`src/rtl/pipe_ctrl.sv`:
```
// Pipeline hazard/redirect controller: per-stage stall and flush, jump redirect and trap drain/flush.
// Optional mem-stall watchdog is enabled by defining PIPE_CTRL_WDOG_EN.
module pipe_ctrl #(
    parameter int unsigned WDOG_LIMIT = 255,
    parameter int unsigned WDOG_W     = 8
) (
    input  logic        clk,
    input  logic        rst_n,
    input  logic        stallreq_if_i,
    input  logic        stallreq_id_i,
    input  logic        stallreq_ex_i,
    input  logic        stallreq_mem_i,
    input  logic        jump_req_i,
    input  logic [31:0] jump_addr_i,
    input  logic        trap_req_i,
    input  logic [31:0] trap_addr_i,
    output logic [5:0]  stall_o,
    output logic [5:0]  flush_o,
    output logic        redirect_o,
    output logic [31:0] redirect_addr_o,
    output logic        trap_ack_o,
    output logic        wdog_timeout_o
);

    typedef enum logic [1:0] {
        IDLE  = 2'd0,
        DRAIN = 2'd1,
        FLUSH = 2'd2
    } state_t;

    state_t      state;
    state_t      state_next;
    logic [31:0] trap_vec;
    logic        trap_capture;
    logic [5:0]  stall_prio;

    // State and trap-vector registers
    always_ff @(posedge clk) begin
        if (!rst_n) begin
            state    <= IDLE;
            trap_vec <= 32'd0;
        end else begin
            state <= state_next;
            if (trap_capture) begin
                trap_vec <= trap_addr_i;
            end
        end
    end

    // Next-state and output decode; everything reads zero while reset is held
    always_comb begin
        state_next      = state;
        trap_capture    = 1'b0;
        stall_o         = 6'b000000;
        flush_o         = 6'b000000;
        redirect_o      = 1'b0;
        redirect_addr_o = 32'd0;
        trap_ack_o      = 1'b0;

        if (stallreq_mem_i)     stall_prio = 6'b011111;
        else if (stallreq_ex_i) stall_prio = 6'b001111;
        else if (stallreq_id_i) stall_prio = 6'b000111;
        else if (stallreq_if_i) stall_prio = 6'b000011;
        else                    stall_prio = 6'b000000;

        if (!rst_n) begin
            state_next = IDLE;
        end else begin
            unique case (state)
                IDLE: begin
                    if (trap_req_i) begin
                        // Trap wins over a concurrent jump; the trap flush clears ex
                        trap_capture = 1'b1;
                        state_next   = DRAIN;
                        stall_o      = stall_prio;
                    end else if (jump_req_i && !stallreq_ex_i && !stallreq_mem_i) begin
                        flush_o         = 6'b000110;
                        redirect_o      = 1'b1;
                        redirect_addr_o = jump_addr_i;
                    end else begin
                        stall_o = stall_prio;
                    end
                end
                DRAIN: begin
                    // Hold pc..ex so a bubble flows into ex/mem until the data bus frees
                    stall_o = stallreq_mem_i ? 6'b011111 : 6'b001111;
                    if (!stallreq_mem_i) begin
                        state_next = FLUSH;
                    end
                end
                FLUSH: begin
                    flush_o         = 6'b001110;
                    redirect_o      = 1'b1;
                    redirect_addr_o = trap_vec;
                    trap_ack_o      = 1'b1;
                    state_next      = IDLE;
                end
                default: begin
                    state_next = IDLE;
                end
            endcase
        end
    end

`ifdef PIPE_CTRL_WDOG_EN
    logic [WDOG_W-1:0] wdog_cnt;

    // Consecutive mem-stall counter, saturating at the limit
    always_ff @(posedge clk) begin
        if (!rst_n) begin
            wdog_cnt <= '0;
        end else if (!stall_o[4]) begin
            wdog_cnt <= '0;
        end else if (wdog_cnt != WDOG_W'(WDOG_LIMIT)) begin
            wdog_cnt <= wdog_cnt + WDOG_W'(1);
        end
    end

    assign wdog_timeout_o = stall_o[4] && (wdog_cnt == WDOG_W'(WDOG_LIMIT));
`else
    assign wdog_timeout_o = 1'b0;
`endif

endmodule

```
`config.mk`:
```
export PLATFORM = sky130hd
export DESIGN_NAME = pipe_ctrl
export DESIGN_NICKNAME = d
export VERILOG_FILES = /design/src/rtl/pipe_ctrl.sv
export SDC_FILE = /design/constraint.sdc
export NUM_CORES = 1
export LEC_CHECK = 0
export ABC_AREA = 1
export BUFFER_PORTS_ARGS = -buffer_cell sky130_fd_sc_hd__buf_4
export CAP_MARGIN = 10
export CORE_MARGIN = 1.5
export CORE_UTILIZATION = 47
export CTS_BUF_LIST = sky130_fd_sc_hd__clkbuf_4
export DETAILED_ROUTE_END_ITERATION = 8
export MAX_ROUTING_LAYER = met4
export PLACE_DENSITY = 0.86
export SLEW_MARGIN = 20
export SYNTH_ARGS = -nofsm -noshare
export SYNTH_HDL_FRONTEND = slang
export SYNTH_SLANG_ARGS = --single-unit
```
`constraint.sdc`:
```
create_clock -name clk -period 1.5 [get_ports clk]
set_clock_uncertainty 0.1 [all_clocks]
set_input_delay 0.225 -clock clk [delete_from_list [all_inputs] [get_ports clk]]
set_output_delay 0.225 -clock clk [all_outputs]
set_load 0.01 [all_outputs]
```
* Yosys cells after proc, flatten, opt, wreduce, memory -nomap -nowiden
Cells that the tools add are included.
Word-level totals: flip-flop bits (word level) 34, word-level logic and storage cells 41, input port bits 72
Operators by class: reduce and logical (&&, ||, !) cells 6, multiplexer cells 29, equality and inequality tests 4
Operators with widths (count):
- $mux W32 | 3
- $pmux W32 S2 | 1
- $mux W6 | 3
- $pmux W6 S2 | 1
- $mux W5 | 2
- $mux W3 | 3
- $mux W1 | 8
- $mux W4 | 2
- $pmux W4 S2 | 1
- $mux W2 | 3
- $ne A2 B2 Y1 const B | 2
- $pmux W2 S2 | 1
- $eq A2 B1 Y1 const B | 1
- $eq A2 B2 Y1 const B | 1
- $logic_and A1 B1 Y1 | 2
- $logic_not A1 Y1 | 2
- $logic_not A2 Y1 | 1
- $pmux W1 S2 | 1
- $reduce_and A2 Y1 | 1

* Longest topological paths before layout
depth in word-level cells 8, depth in mapped cells 8

* Worst setup path before layout
OpenSTA, ideal clock, no wires.
path kind input port to output port, from input port rst_n, to output port flush_o[1], setup slack 0.095 ns, required time 1.175 ns, stages on the path 6, arrival 1.080 ns, path buffers 2, cells stage by stage buf_2 > inv_2 > nor2_4 > inv_2 > a21oi_1 > buf_4
On the way: word-level cells in the longest chain between the ends 1
Ends and longest elaborated chain:
- start, declared | line 8 | input logic rst_n,
- $mux W4 | line 66 | if (!rst_n) begin
- end, declared | line 18 | output logic [5:0] flush_o,
No other way between the ends.

* Worst setup path in the final report
from register state[0], to output port redirect_addr_o[7]
On the way: word-level cells in the longest chain between the ends 3, elaborated cells on any way between the ends 4, those cells by class eq/ne: 1; mux: 2; reduce/logical: 1
Ends and longest elaborated chain:
- start, declared | line 31 | state_t state;
- start signal, assigned | line 43 | state <= state_next;
- $eq A2 B2 Y1 or $logic_not A2 Y1 (tied branches) | line 69 | unique case (state)
- $pmux W32 S2 (*) | line 69
- $mux W32 (*) | line 66
- end, declared | line 20 | output logic [31:0] redirect_addr_o,
Mark *: on every way between the ends. The rest lies on a longest branch, timed or not.

==> flow_summary_export.csv <==
group,metric,value,unit
synthesis,synth_seq_cells,34,
synthesis,ys_warn_count,0,
grt,grtUsageMet2,0.4506,
sta,setup_tns,-8.168,ns
detailed_routing,drcViolationCount,0,
finish,finalNetCount,606,
clocking,cts_tree,"built",
worst_setup_path,crit_top_cell,"nand2_1",
grt,grt_usage,0.2394,
grt,grt_use_met3,0.05663,
min_path,hold_depth,3,
placement,dp_cells,571,
clocking,cts_sinks,34,
power,cellPowerDensity,647.1,nW/um2
worst_setup_path,worstPathMaxFanout,17,
grt,gr-total-overflow,0,
flow_run,cap_violations,0,
grt,grt_pass1_wl,9832,um
worst_setup_path,r2r_slack,0.29,ns
sta,fmax,564.2,MHz
detailed_routing,post_drt_wl_per_cell,10.31,um
floorplan,die_width,72.78,um
worst_setup_path,critPathLaunchType,"register",
clocking,cts.clk_slew.worst_paths,0.11,ns
detailed_routing,drtIter0Drc,112,
detailed_routing,drt-total-wl,6072,um
grt,grt_pass1_vias,2344,
synthesis,synthesis.area,2288,um2
finish,final_cell_mix,"136 x nand2_1, 122 x buf_4, 98 x nor2_1, 70 x inv_1, 35 x nand3_1",
worst_setup_path,r2r_end,"trap_vec[21]",
worst_setup_path,critPathSlowestCell,"dfxtp_2",
clocking,clock_path_buffers,2,
power,power,2162,uW
floorplan,ios,119,
sta,setup_viol,42,
clocking,htreeDepth,2,
synthesis,avgSynthCellArea,5.462,um2
worst_setup_path,worstSetupEndpointType,"output port",
floorplan,dieArea,5297,um2
sta,hold_viol,0,
floorplan,die_h,72.78,um
detailed_routing,vias,2622,
finish,design_area,3341,um2
power,irDropWorstVdd,0.4462,mV
finish,drive_above_1_share,0.2729,
sta,grt_setup_unrepaired,"true",
finish,syn2layout_area_growth,45.98,%
placement,hpwl,4293,um
min_path,hp-class,"primary input to register",
placement,placed_area,3177,um2
clocking,numCtsBuffers,5,
finish,final_common_cell,"nand2_1",
sta,slew_viol_final,0,
worst_setup_path,r2r-start,"state[1]",
finish,n_antenna_cell,0,
clocking,insertion_delay,0.33,ns
outcome,violations,"setup timing",
worst_setup_path,crit_arrival,1.45,ns
placement,pre_cts_ws,0.03707,ns
worst_setup_path,critPathKind,"register to output port",
floorplan,row_count,25,
grt,antenna_found_initial,0,
finish,instances_no_fill,589,
sta,period_share,1.182,
worst_setup_path,required,1.17,ns
placement,gp_congestion,0.8009,
worst_setup_path,path_delay_family,"simple AND/OR/NAND/NOR gates",
synthesis,yosysUniqueCellTypes,16,
placement,io_buffer_count,113,
clocking,cts_root_buffer,"clkbuf_4",
synthesis,syn_inst,419,
worst_setup_path,cp_cell_sequence,"nor2_4, inv_2, nor2_8, buf_12, nand2_1, nand2_1, buf_4",
sta,setup_slack,-0.2725,ns
detailed_routing,routed_via_density,4.452,
floorplan,start_util,0.4877,
floorplan,core_area,4692,um2
power,p_leak,0.002068,uW
detailed_routing,ant_nets,0,
grt,grt_start_max_net_pins,33,
grt,use_met1,0.2491,
grt,busiest_layer,"met2",
min_path,hp-start,"trap_addr_i[5]",
min_path,whs_endpoint,"trap_vec[5]",
detailed_routing,drt_first_pass_iters,4,
worst_setup_path,path_buf_inv,3,
sta,finalCriticalPeriod,1.773,ns
worst_setup_path,max_stage_delay,0.36,ns
synthesis,synth_seq_area_share,0.2974,
outcome,status,"complete, but fails checks",
worst_setup_path,ff2ff_path_depth,6,
stage by stage:
stage,hold WS (ns),utilization
6_report,0.01006,0.7120
5_1_grt,0.0009797,0.7120
4_1_cts,0.0004154,0.7109
3_5_place_dp,0.3196,0.6771
3_3_place_gp,0.3130,0.6771
2_1_floorplan,0.2018,-
worst min-delay path, delay by kind of cell:
kind                   cells  cell delay [ns]
and+or+nand+nor            2             0.11
buffers and inverters      1             0.08
worst max-delay path by stage:
| stage | startpoint | endpoint | slack (ns) | depth (start not counted) |
|---|---|---|---|---|
| after CTS | state[0] | redirect_addr_o[7] | -0.28 | 7 |
| final | state[0] | redirect_addr_o[7] | -0.27 | 7 |
| after global routing | state[0] | redirect_addr_o[1] | -0.36 | 7 |
| after detailed placement | trap_req_i | redirect_addr_o[31] | 0.04 | 8 |
| after floorplan | rst_n | flush_o[1] | 0.09 | 6 |
| after global placement | trap_req_i | redirect_addr_o[31] | 0.04 | 8 |
sequential cells by signal (all words and copies together) (netlist names):
signal	cells
trap_vec	32
state	2
power by group:
group          internal [uW]  switching [uW]  total, uW
sequential               986            43.7       1030
clock                    174             320        495
combinational            314             324        638
kinds of logic (layout without fill, tap and decap cells):
logic type | after synthesis | in the layout | share of synthesized area
AND/OR/NAND/NOR | 276 | 276 | 0.4833
buffers and inverters | 106 | 218 | 0.2132
flip-flops | 34 | 34 | 0.2974
AO/OA/AOI/OAI | 2 | 2 | 0.004370
other | 1 | 5 | 0.001639
cell type report:
type	count	area, um2
Clock buffer	5	37.54
Clock inverter	3	16.27
Fill cell	420	1351
Inverter	74	280.3
Multi-Input combinational cell	283	1147
Sequential cell	34	685.7
Tap cell	54	67.56
Timing Repair Buffer	136	1106
per-layer routing:
metal,up-vias,wire length (um)
met4,0,60
li1,1420,-
met3,6,344
met5,-,0
met2,83,3057
met1,1113,2609
cells in the mapped netlist, drive strengths merged:
| master | number | area share |
|---|---|---|
| nor3 | 1 | 0.0022 |
| a21oi | 1 | 0.0022 |
| nor2 | 102 | 0.18 |
| nand3 | 36 | 0.079 |
| conb | 1 | 0.0016 |
| nand2 | 137 | 0.22 |
| inv | 74 | 0.12 |
| buf | 32 | 0.092 |
| o21ai | 1 | 0.0022 |
| dfxtp | 34 | 0.30 |
what timing repair did:
action | CTS | global route
resized for setup | 4 | 2
hold buffers | 9 | 0
setup buffers | 1 | 0
hold endpoints to repair | 9 | 0
setup endpoints to repair | 42 | 42
gates cloned | 0 | 0
(Power assumes the default switching activity.)
